### config.mk
export PLATFORM = sky130hd
export DESIGN_NAME = frame_stream_decoder
export DESIGN_NICKNAME = d
export VERILOG_FILES = /design/src/rtl/frame_stream_decoder.sv
export SDC_FILE = /design/constraint.sdc
export NUM_CORES = 1
export LEC_CHECK = 0
export CORE_MARGIN = 5
export CORE_UTILIZATION = 33
export CTS_CLUSTER_SIZE = 10
export DETAILED_ROUTE_END_ITERATION = 7
export PLACE_DENSITY = 0.63
export SLEW_MARGIN = 20
export SYNTH_ARGS = -nofsm -noshare
export SYNTH_HDL_FRONTEND = slang
export SYNTH_SLANG_ARGS = --single-unit
export TNS_END_PERCENT = 30
### constraint.sdc
create_clock -name clk -period 4 [get_ports clk]
set_input_delay 0.8 -clock clk [delete_from_list [all_inputs] [get_ports clk]]
set_output_delay 0.8 -clock clk [all_outputs]
set_load 0.01 [all_outputs]
### src/rtl/frame_stream_decoder.sv
`default_nettype none
// +--------------------------------------------------------------------+
// | Module   : frame_stream_decoder                                    |
// | Function : Pops 17-bit marker-framed words from a FIFO, strips the |
// |            markers and emits a valid/ready RGB565 stream tagged    |
// |            with x/y, sof, sol and frame_done. Bad framing is       |
// |            counted, pulsed and resynchronised.                     |
// | Option   : DECODER_ROW_MARKERS_EN - ROW_START and FRAME_END are    |
// |            required; when undefined rows are delimited by the      |
// |            pixel count only and those markers count as unknown.    |
// | Revision : 1.0 - initial release                                   |
// +--------------------------------------------------------------------+
module frame_stream_decoder #(
  parameter int FRAME_WIDTH  = 480,
  parameter int FRAME_HEIGHT = 272
) (
  input  logic        clk,
  input  logic        reset,
  input  logic        queue_empty,
  output logic        queue_rd_en,
  input  logic [16:0] queue_data,
  output logic [15:0] pixel_data,
  output logic [10:0] pixel_x,
  output logic [10:0] pixel_y,
  output logic        pixel_sof,
  output logic        pixel_sol,
  output logic        pixel_valid,
  input  logic        pixel_ready,
  output logic        frame_done,
  output logic [7:0]  error_count,
  output logic        error_pulse
);

  localparam logic [16:0] c_FRAME_START = 17'h10000;
`ifdef DECODER_ROW_MARKERS_EN
  localparam logic [16:0] c_ROW_START   = 17'h10001;
  localparam logic [16:0] c_FRAME_END   = 17'h1FFFF;
`endif
  localparam logic [10:0] c_LAST_X = 11'(FRAME_WIDTH - 1);
  localparam logic [10:0] c_LAST_Y = 11'(FRAME_HEIGHT - 1);

  typedef enum logic [1:0] {
    WAIT_FRAME = 2'd0,
    WAIT_ROW   = 2'd1,
    PIXELS     = 2'd2,
    WAIT_END   = 2'd3
  } state_t;

  state_t      state_q;
  logic        rd_q;          // a word requested last cycle is on queue_data now
  logic [10:0] x_q;           // coordinate the next accepted pixel will carry
  logic [10:0] y_q;
  logic [7:0]  err_cnt_q;
  logic        err_pulse_q;
  // Output beat and its one-entry overflow slot: {data, x, y, sof, sol}
  logic [39:0] out_q;
  logic [39:0] hold_q;
  logic        out_vld_q;
  logic        hold_vld_q;
`ifdef DECODER_ROW_MARKERS_EN
  logic        done_q;
  logic        w_is_rs;
  logic        w_is_fe;
`else
  logic        out_last_q;
  logic        hold_last_q;
`endif

  logic        w_is_pix;
  logic        w_is_fs;
  logic        w_out_free;
  logic        w_emit;
  logic        w_last;
  logic        w_err;
  logic [39:0] w_beat;

  assign w_is_pix   = rd_q && !queue_data[16];
  assign w_is_fs    = rd_q && (queue_data == c_FRAME_START);
`ifdef DECODER_ROW_MARKERS_EN
  assign w_is_rs    = rd_q && (queue_data == c_ROW_START);
  assign w_is_fe    = rd_q && (queue_data == c_FRAME_END);
`endif
  assign w_out_free = !out_vld_q || pixel_ready;
  assign w_emit     = w_is_pix && (state_q == PIXELS);
  assign w_last     = (x_q == c_LAST_X) && (y_q == c_LAST_Y);
  assign w_beat     = {queue_data[15:0], x_q, y_q,
                       (x_q == 11'd0) && (y_q == 11'd0), (x_q == 11'd0)};

  // Only one read outstanding; a parked beat or a stalled output blocks reads.
  assign queue_rd_en = !reset && !queue_empty && !hold_vld_q && w_out_free;

  assign {pixel_data, pixel_x, pixel_y, pixel_sof, pixel_sol} = out_q;
  assign pixel_valid = out_vld_q;
  assign error_count = err_cnt_q;
  assign error_pulse = err_pulse_q;
`ifdef DECODER_ROW_MARKERS_EN
  assign frame_done  = done_q;
`else
  // Frame closes on the handshake of its last pixel.
  assign frame_done  = out_vld_q && pixel_ready && out_last_q;
`endif

  // Classify the arriving word as a framing error for the current state.
  always_comb begin
    w_err = 1'b0;
    if (rd_q) begin
      if (!queue_data[16])  w_err = (state_q != PIXELS);
      else if (w_is_fs)     w_err = (state_q != WAIT_FRAME);
`ifdef DECODER_ROW_MARKERS_EN
      else if (w_is_rs)     w_err = (state_q == PIXELS) || (state_q == WAIT_END);
      else if (w_is_fe)     w_err = (state_q == WAIT_ROW) || (state_q == PIXELS);
`endif
      else                  w_err = 1'b1;
    end
  end

  // Read tracking, framing FSM, coordinate counters and error/done pulses.
  always_ff @(posedge clk or posedge reset) begin
    if (reset) begin
      rd_q        <= 1'b0;
      state_q     <= WAIT_FRAME;
      x_q         <= 11'd0;
      y_q         <= 11'd0;
      err_cnt_q   <= 8'd0;
      err_pulse_q <= 1'b0;
`ifdef DECODER_ROW_MARKERS_EN
      done_q      <= 1'b0;
`endif
    end else begin
      rd_q        <= queue_rd_en;
      err_pulse_q <= w_err;
      if (w_err && (err_cnt_q != 8'hFF)) err_cnt_q <= err_cnt_q + 8'd1;
`ifdef DECODER_ROW_MARKERS_EN
      done_q      <= w_is_fe && (state_q == WAIT_END);
`endif
      if (w_is_pix) begin
        if (state_q == PIXELS) begin
          if (x_q == c_LAST_X) begin
            x_q <= 11'd0;
            y_q <= y_q + 11'd1;
`ifdef DECODER_ROW_MARKERS_EN
            state_q <= (y_q == c_LAST_Y) ? WAIT_END : WAIT_ROW;
`else
            state_q <= (y_q == c_LAST_Y) ? WAIT_FRAME : PIXELS;
`endif
          end else begin
            x_q <= x_q + 11'd1;
          end
        end else if (state_q == WAIT_ROW) begin
          state_q <= WAIT_FRAME;
        end
      end else if (w_is_fs) begin
        x_q <= 11'd0;
        y_q <= 11'd0;
`ifdef DECODER_ROW_MARKERS_EN
        state_q <= WAIT_ROW;
`else
        state_q <= PIXELS;
`endif
      end
`ifdef DECODER_ROW_MARKERS_EN
      else if (w_is_rs) begin
        if (state_q == WAIT_ROW) begin
          state_q <= PIXELS;
        end else if (state_q == PIXELS) begin
          x_q <= 11'd0;
          y_q <= y_q + 11'd1;
          if (y_q == c_LAST_Y) state_q <= WAIT_FRAME;
        end
      end else if (w_is_fe) begin
        state_q <= WAIT_FRAME;
      end
`endif
    end
  end

  // Output register with a one-entry park slot for beats that arrive during a stall.
  always_ff @(posedge clk or posedge reset) begin
    if (reset) begin
      out_q       <= 40'd0;
      hold_q      <= 40'd0;
      out_vld_q   <= 1'b0;
      hold_vld_q  <= 1'b0;
`ifndef DECODER_ROW_MARKERS_EN
      out_last_q  <= 1'b0;
      hold_last_q <= 1'b0;
`endif
    end else if (hold_vld_q) begin
      if (w_out_free) begin
        out_q      <= hold_q;
        out_vld_q  <= 1'b1;
        hold_vld_q <= 1'b0;
`ifndef DECODER_ROW_MARKERS_EN
        out_last_q <= hold_last_q;
`endif
      end
    end else if (w_emit) begin
      if (w_out_free) begin
        out_q      <= w_beat;
        out_vld_q  <= 1'b1;
`ifndef DECODER_ROW_MARKERS_EN
        out_last_q <= w_last;
`endif
      end else begin
        hold_q      <= w_beat;
        hold_vld_q  <= 1'b1;
`ifndef DECODER_ROW_MARKERS_EN
        hold_last_q <= w_last;
`endif
      end
    end else if (pixel_ready) begin
      out_vld_q <= 1'b0;
    end
  end

`ifdef DECODER_ROW_MARKERS_EN
  logic w_unused;
  assign w_unused = w_last;
`endif

endmodule
`default_nettype wire

# [After elaboration in Yosys (flattened, before gate mapping)]
# Index checks and enable logic that the tools add are counted.
[totals] output_inout_bits=52 regBits=118
[classes] n_reduce_logical=28 addsub=3 mux=31 bitwise_logic=2 n_eq_ne=11
[op_table] op="$mux W40" n=4
[op_table] op="$mux W11" n=7
[op_table] op="$add A11 B1 Y11 const B" n=2
[op_table] op="$eq A11 B9 Y1 const B" n=2
[op_table] op="$logic_not A11 Y1" n=2
[op_table] op="$eq A17 B17 Y1 const B" n=1
[op_table] op="$mux W1" n=14
[op_table] op="$mux W2" n=6
[op_table] op="$logic_and A1 B1 Y1" n=11
[op_table] op="$reduce_and A3 Y1" n=3
[op_table] op="$add A8 B1 Y8 const B" n=1
[op_table] op="$ne A8 B8 Y1 const B" n=1
[op_table] op="$reduce_bool A2 Y1" n=3
[op_table] op="$logic_not A1 Y1" n=5
[op_table] op="$ne A2 B1 Y1 const B" n=2
[op_table] op="$reduce_and A2 Y1" n=2
[op_table] op="$ne A3 B1 Y1 const B" n=1
[op_table] op="$ne A3 B2 Y1 const B" n=1
[op_table] op="$reduce_bool A3 Y1" n=1
[op_table] op="$eq A2 B1 Y1 const B" n=1
[op_table] op="$eq A2 B2 Y1 const B" n=1
[op_table] op="$ne A2 B2 Y1 const B" n=1
[op_table] op="$not A1 Y1" n=2
[op_table] op="$logic_or A1 B1 Y1" n=1

# [Depth between registers and ports, before layout]
# Gate-level depths: netlist (run 1).
[depth] ltp_word=6 depth_mapped=7 depth_no_buf=7

# [Worst setup path after synthesis (run 1)]
# OpenSTA, ideal clock, no wires.
[synth_timing] path_kind="input port to flip-flop" startpoint="input port queue_data[7]" endpoint="register err_cnt_q[1], in the netlist error_count[1]" cell_stages=5 setup_slack_ns=1.796 t_required_ns=3.875 setup_time_ns=0.125 arrival_ns=2.080 path_cell_list="nor4_1 -> and3_1 -> nand3_1 -> o21ai_0 -> mux2_2"
[synth_via] elab_chain_len=6
[synth_lines] element="start: declaration" line_no="21" source="input logic [16:0] queue_data,"
[synth_lines] element="$eq A17 B17 Y1" line_no="78" source="assign w_is_fs = rd_q && (queue_data == c_FRAME_START);"
[synth_lines] element="$logic_and A1 B1 Y1" line_no="78"
[synth_lines] element="$mux W1" line_no="108" source="else if (w_is_fs) w_err = (state_q != WAIT_FRAME);"
[synth_lines] element="$mux W1" line_no="107" source="if (!queue_data[16]) w_err = (state_q != PIXELS);"
[synth_lines] element="$mux W1" line_no="106" source="if (rd_q) begin"
[synth_lines] element="$logic_and A1 B1 Y1" line_no="132" source="if (w_err && (err_cnt_q != 8'hFF)) err_cnt_q <= err_cnt_q + 8'd1;"
[synth_lines] element="end signal: assignment" line_no="132"
[synth_lines] element="end: declaration" line_no="53" source="logic [7:0] err_cnt_q;"
# No other way between the ends.
# A chain may end at the register's enable or synchronous reset.

# [Final worst setup path (run 1)]
[layout_timing] startpoint="input port pixel_ready" endpoint="output port queue_rd_en"
[layout_via] elab_chain_len=2
[layout_lines] element="start: declaration" line_no="28" source="input logic pixel_ready,"
[layout_lines] element="$logic_or A1 B1 Y1" line_no="83" source="assign w_out_free = !out_vld_q || pixel_ready;"
[layout_lines] element="$logic_and A1 B1 Y1" line_no="90" source="assign queue_rd_en = !reset && !queue_empty && !hold_vld_q && w_out_free;"
[layout_lines] element="end: declaration" line_no="20" source="output logic queue_rd_en,"
# No other way between the ends.

==> summary.txt, run 1 <==
Timing
  – Final worst-path cycle share: between 70% and 80%
  – Peak Freq: between 0.3 and 0.4 GHz
  – Max-slew headroom at the worst pin: 30.9%
  – Fin crit period: 3.12 ns
  – Setup TNS: 0 ns
  – Slew Limit Fails: 0
  – Worst-margin pin slew: 1.04 ns
  – Setup violators final: 0
  – Final Skew: about 0.0087 ns
  – Fin. Hold Viols: 0
  – Unrepaired setup endpoints after global routing: no

Yosys
  – Main combinational cell family by area after synthesis: simple AND/OR/NAND/NOR gates
  – Mux contribution to synthesized area: between 10% and 20%
  – Simple-gate share of the synthesized area: between 10% and 20%
  – Mapped Cells: slightly below 500
  – Adder-cell share of the synthesized area: ~1.2%
  – Syn Area/Cell: 11.0 µm²
  – Syn nets: 514
  – Yosys warns: 0
  – Synth cell types: 44
  – Synth Cell Area: about 5400 µm²
  – Seq/Total Area, Yosys: between 50% and 60%
  – Post-synthesis compound-gate area fraction: 7.10%
  – Xor/xnor share of the synthesized area: 2.78%
  – Flops & latches, synth: 117

Critical path
  – Worst setup SP type: input port
  – Worst R2R Setup Slack: ~1.7 ns
  – Slowest CP cell: clkdlybuf4s50_1
  – Arr. time, crit path: 2.32 ns
  – CP Buf/Inv Count: 2
  – Most numerous cell on the critical path: clkdlybuf4s50_1
  – CP top delay family: buffers and inverters
  – Crit end category: output port
  – CP peak stage delay: 0.62 ns
  – Worst-path maximum fanout: 3
  – CP Data Required Time: around 3.2 ns
  – CP Cell Sequence: clkdlybuf4s50_1 > nor2b_1 > nor4_1 > clkdlybuf4s50_1
  – CP Class: input port to output port

Layout
  – # diodes: 0
  – Synthesis-to-finish area growth: 26.6%
  – Register area: 2930 µm²
  – Nets@finish: 586
  – Commonest non-fill, non-tap cell in the layout: dfrtp_1
  – Area occupied by multi-input gates: around 2200 µm²
  – Fill cells: 1547
  – Most frequent cells in the layout: 116 x dfrtp_1, 72 x clkdlybuf4s50_1, 60 x nand2_1
  – Layout cell share with drive strength beyond 1: 13.3%

Placed design
  – Final Wtd Congestion: 0.891
  – Buffers added on ports: 72
  – DP HPWL: about 8300 µm

Global route
  – All-Layer GR Usage: 13.7%
  – First-pass GRT wire length: 20200 µm
  – Pin count of the biggest net entering global routing: 51
  – Vias in the first global route: 3950
  – GRT overflow: 0
  – Initial antenna violation count: 0

CTS
  – CTS HTree Levels: 4
  – Total clock sinks: 117
  – Post-CTS sizing: 0
  – CTS Buf Count: 17
  – CTS tree: built
  – Worst-path clk slew: 0.05 ns
  – Post-CTS Setup Bufs: 0
  – Clk Latency, worst-skew pair: a little over 0.4 ns
  – Root Driver: clkbuf_16
  – Clock buffer depth: 2
  – Hold buffer count at cts: 0

Floorplan
  – Core region area: 15900 µm²
  – Row cnt: 46
  – Die Area: 18900 µm²
  – Die X: 137 µm
  – Die height: 137 µm
  – I/O pin count: 73
  – Initial Utilization: 33.7%

Routing
  – Antenna Nets Post-Route: 0
  – Total Wirelength: 12000 µm
  – Vias/cell: 4.86
  – Routed via count: 3832
  – DRC: 0
  – Drt pass-1 iters: 4
  – Average routed wire per standard cell: 15.1 µm
  – 1st-iter DRT viols: 240

Worst hold path
  – Hold WC Path Type: register to register

Outcome
  – Status: finished, final reports clean

Power
  – Overall Power: 0.00341 W
  – Worst VDD drop: 321 µV
  – PwrDens: 503 nW/µm²
  – Static leakage: 2.88 nW

Flow run
  – Max Cap Viol: 0
synthesized netlist by cell type, drive strengths merged:
| library cell | instances | area share [%] |
|---|---|---|
| nand3 | 12 | 1.1 |
| xor2 | 7 | 1.1 |
| nor3 | 12 | 1.1 |
| xnor2 | 10 | 1.6 |
| nand4 | 9 | 1.1 |
| o2111ai | 1 | 0.16 |
| o31a | 1 | 0.16 |
| and4 | 1 | 0.16 |
| nor2b | 2 | 0.23 |
| nand4b | 1 | 0.16 |
| nor2 | 31 | 2.2 |
| nand2 | 60 | 4.2 |
| inv | 10 | 0.70 |
| o2bb2ai | 2 | 0.33 |
| ha | 5 | 1.2 |
| clkbuf | 18 | 1.6 |
| nand3b | 2 | 0.28 |
| nor4b | 5 | 0.82 |
| nor4 | 7 | 1.1 |
| a21oi | 7 | 0.65 |
| dfrtp | 117 | 55 |
| o21ai | 55 | 5.2 |
| mux2i | 39 | 7.3 |
| buf | 9 | 1.3 |
| or3b | 2 | 0.33 |
| and3 | 8 | 0.93 |
| mux2 | 38 | 8.0 |
| nand2b | 3 | 0.35 |
| or3 | 8 | 1.1 |
| o32ai | 1 | 0.16 |
| and3b | 1 | 0.16 |
| and2 | 1 | 0.12 |
| o31ai | 3 | 0.42 |
worst min-delay path, cell delays in order (launching register included):
cell     delay, ns
dfrtp_1       0.33
nand2_1       0.05
o21ai_0       0.06
kinds of logic after synthesis:
family	Yosys count
xor+xnor	17
fa+ha+maj	5
mux	77
buf+inv	37
flops	117
simple gates	165
compound gates	70
state kept, by name, indices dropped and copies added, names as in the netlist:
| name | cells |
|---|---|
| pixel_valid | 1 |
| hold_vld_q | 1 |
| rd_q | 1 |
| y_q | 11 |
| state_q | 1 |
| x_q | 11 |
| error_pulse | 1 |
| out_q | 40 |
| error_count | 8 |
| out_last_q | 1 |
| hold_q | 40 |
| hold_last_q | 1 |
through the flow:
stage / hold slack (ns) / setup WS (ns) / cells / cell area [µm²] / utilization, %
global placement: 0.460 / 0.836 / 757 / 6260 / 39.4
floorplan: 0.448 / 0.0992 / 488 / 5360 / -
detailed placement: 0.471 / 0.841 / 757 / 6260 / 39.4
global route: 0.494 / 0.823 / 789 / 6780 / 42.7
CTS: 0.483 / 0.822 / 789 / 6780 / 42.7
finish: 0.476 / 0.878 / 789 / 6780 / 42.7
final timing paths:
| path | startpoint | to | cells past startpoint |
|---|---|---|---|
| min in group asynchronous | reset | out_q[36] | 2 |
| max in group asynchronous | reset | y_q[3] | 3 |
| worst min-delay path | out_q[21] | out_q[21] | 2 |
| worst max-delay path | pixel_ready | queue_rd_en | 4 |
| worst max register to register | x_q[0] | y_q[5] | 6 |
| worst min register to register | out_q[21] | out_q[21] | 2 |
where the power goes:
group | internal [W] | switching, W | total (W)
Sequential | 0.00135 | 0.000145 | 0.00150
Clock | 0.000833 | 0.000501 | 0.00133
Combinational | 0.000314 | 0.000263 | 0.000577
per-layer routing:
| metal | global-route usage (%) | share of wire, % | vias to the layer above |
|---|---|---|---|
| li1 | - | - | 1856 |
| met1 | 18.3 | 48 | 1874 |
| met2 | 20.7 | 45 | 85 |
| met3 | 3.94 | 5.0 | 17 |
| met4 | 6.15 | 1.8 | 0 |
| met5 | 0 | 0 | - |
cell type report:
| class | instances | area share, % |
|---|---|---|
| clock inverters | 5 | 0.369 |
| clock buffers | 27 | 7.27 |
| repair buffers | 80 | 11.5 |
| well taps | 216 | 3.99 |
| multi-input cells | 334 | 33.1 |
| flip-flops and latches | 117 | 43.2 |
| inverters | 10 | 0.591 |
No activity file was read; power rests on OpenSTA's default activity.
==> inputs of run 2 (changes only) <==
- PLACE_DENSITY: 0.63 -> 0.61
- clock period: 4 -> 3.05 ns (I/O delays scaled with it)
==> summary.txt, run 2 (synthesis results as in run 1) <==
Outcome
  – Status: finished, final reports clean

CTS
  – CTS Buf Count: 17
  – Hold buffer count at cts: 0
  – Clk Latency, worst-skew pair: 0.40 ns
  – CTS tree: built
  – Root Driver: clkbuf_16
  – Post-CTS Setup Bufs: 0
  – Total clock sinks: 117
  – Clock buffer depth: 2
  – Post-CTS sizing: 0
  – Worst-path clk slew: 0.05 ns
  – CTS HTree Levels: 4

Critical path
  – CP Cell Sequence: clkdlybuf4s50_1 > nor2b_1 > nor4_1 > clkdlybuf4s50_1
  – CP peak stage delay: 0.63 ns
  – Crit end category: output port
  – Worst-path maximum fanout: 3
  – Most numerous cell on the critical path: clkdlybuf4s50_1
  – CP Class: input port to output port
  – Arr. time, crit path: 2.14 ns
  – Slowest CP cell: clkdlybuf4s50_1
  – CP Data Required Time: 2.44 ns
  – Worst setup SP type: input port

Placed design
  – Final Wtd Congestion: 0.840
  – Dpl cells: 762
  – DP HPWL: 8530 µm
  – Pre-CTS WS: 0.246 ns
  – Buffers added on ports: 72

Layout
  – Area occupied by multi-input gates: 2240 µm²
  – Commonest non-fill, non-tap cell in the layout: dfrtp_1
  – Biggest regs: hold_q (40), out_q (40)
  – # diodes: 0
  – Most frequent cells in the layout: 116 x dfrtp_1, 72 x clkdlybuf4s50_1, 60 x nand2_1
  – Layout cell share with drive strength beyond 1: 12.9%
  – Synthesis-to-finish area growth: 26.8%
  – Nets@finish: 591
  – Register area: 2930 µm²
  – Finished Layout Cells: 790
  – Fill cells: about 1500

Timing
  – Setup ws final: approximately 0.3 ns
  – Fin. Hold Viols: 0
  – Worst-margin pin slew: ~0.78 ns
  – Setup violators final: 0
  – Setup TNS: 0 ns
  – Peak Freq: 0.363 GHz
  – Final Skew: 0.00718 ns
  – Slew Limit Fails: 0
  – Final worst-path cycle share: 90.3%
  – Max-slew headroom at the worst pin: 48.0%
  – Fin crit period: about 2.8 ns
  – Unrepaired setup endpoints after global routing: no
  – Fin Hold WS: around 0.47 ns

Floorplan
  – Initial Utilization: 33.7%
  – Die X: roughly 140 µm
  – Die height: approximately 140 µm
  – Die Area: 18900 µm²
  – Core region area: 15900 µm²
  – I/O pin count: 73
  – Row cnt: 46

Global route
  – GRT overflow: 0
  – All-Layer GR Usage: 13.8%
  – First-pass GRT wire length: 20200 µm
  – Pin count of the biggest net entering global routing: 48
  – Vias in the first global route: approximately 3800
  – Initial antenna violation count: 0

Routing
  – Routed via count: just under 4000
  – Total Wirelength: ~12000 µm
  – DRC: 0
  – Vias/cell: approximately 4.9
  – Antenna Nets Post-Route: 0
  – Drt pass-1 iters: 4
  – Average routed wire per standard cell: 15.2 µm
  – 1st-iter DRT viols: about 180

Power
  – Static leakage: 2.88 nW
  – Switching Fraction: 26.2%
  – Sequential share of power: 44.9%
  – Worst VDD drop: 399 µV
  – Combinational power share: 17.6%
  – PwrDens: 645 nW/µm²
  – Cell-internal power: 0.00323 W
  – Clock share of power: 37.5%
  – Switching power total: 0.00115 W

Worst hold path
  – Hold WC Path Type: register to register

Flow run
  – Max Cap Viol: 0
run 2: cell types whose count changed in the layout (fill, tap and decap cells not counted), sizes merged:
cell and change:
buf +5, clkinv -5, clkbuf +1, clkinvlp +1, inv -1
run 2: power by group through the flow:
| stage | registers [W] | clock network [W] | logic [W] |
|---|---|---|---|
| final | 0.00197 | 0.00164 | 0.000770 |
| after global routing | 0.00200 | 0.00176 | 0.000856 |
| after CTS | 0.00197 | 0.00168 | 0.000787 |
| after detailed placement | 0.00199 | 0 | 0.000780 |
| after global placement | 0.00198 | 0 | 0.000760 |
| after floorplan | 0.00199 | 0 | 0.000356 |
run 2: layout make-up:
class / count / share of cell area [%]
Clock buffer: 28 / 7.02
Inverter: 10 / 0.608
Multi-Input combinational cell: 334 / 33.0
Sequential cell: 117 / 43.1
Tap cell: 216 / 3.98
Timing Repair Buffer: 85 / 12.2
run 2: worst paths after layout:
check / startpoint / end / slack [ns] / cells past startpoint
max reg2reg: x_q[0] / y_q[5] / 0.80 / 6
max in group asynchronous: reset / hold_q[6] / 1.65 / 3
min in group asynchronous: reset / hold_q[33] / 0.66 / 2
min reg2reg: out_q[12] / out_q[12] / 0.47 / 2
min: out_q[12] / out_q[12] / 0.47 / 2
max: pixel_ready / queue_rd_en / 0.30 / 4
run 2: per-stage QoR:
step	total power, W	cell area (µm²)	utilization, %
floorplan	0.00234	5360	-
global placement	0.00274	6310	39.7
detailed placement	0.00277	6310	39.7
CTS	0.00444	6790	42.7
global route	0.00462	6790	42.7
finish	0.00438	6790	42.7
run 2: worst max-delay path, delay by kind of cell:
family / cells / cell delay, ns
buffers and inverters: 2 / 1.11
and+or+nand+nor: 2 / 0.41
run 2: layer usage:
| layer | global-route usage [%] | wire, µm | vias up | part of all wire [%] |
|---|---|---|---|---|
| li1 | - | - | 1873 | - |
| met1 | 18.2 | 5570 | 1889 | 46 |
| met2 | 21.7 | 5820 | 70 | 48 |
| met3 | 3.76 | 491 | 14 | 4.1 |
| met4 | 5.65 | 166 | 0 | 1.4 |
| met5 | 0 | 0 | - | 0 |
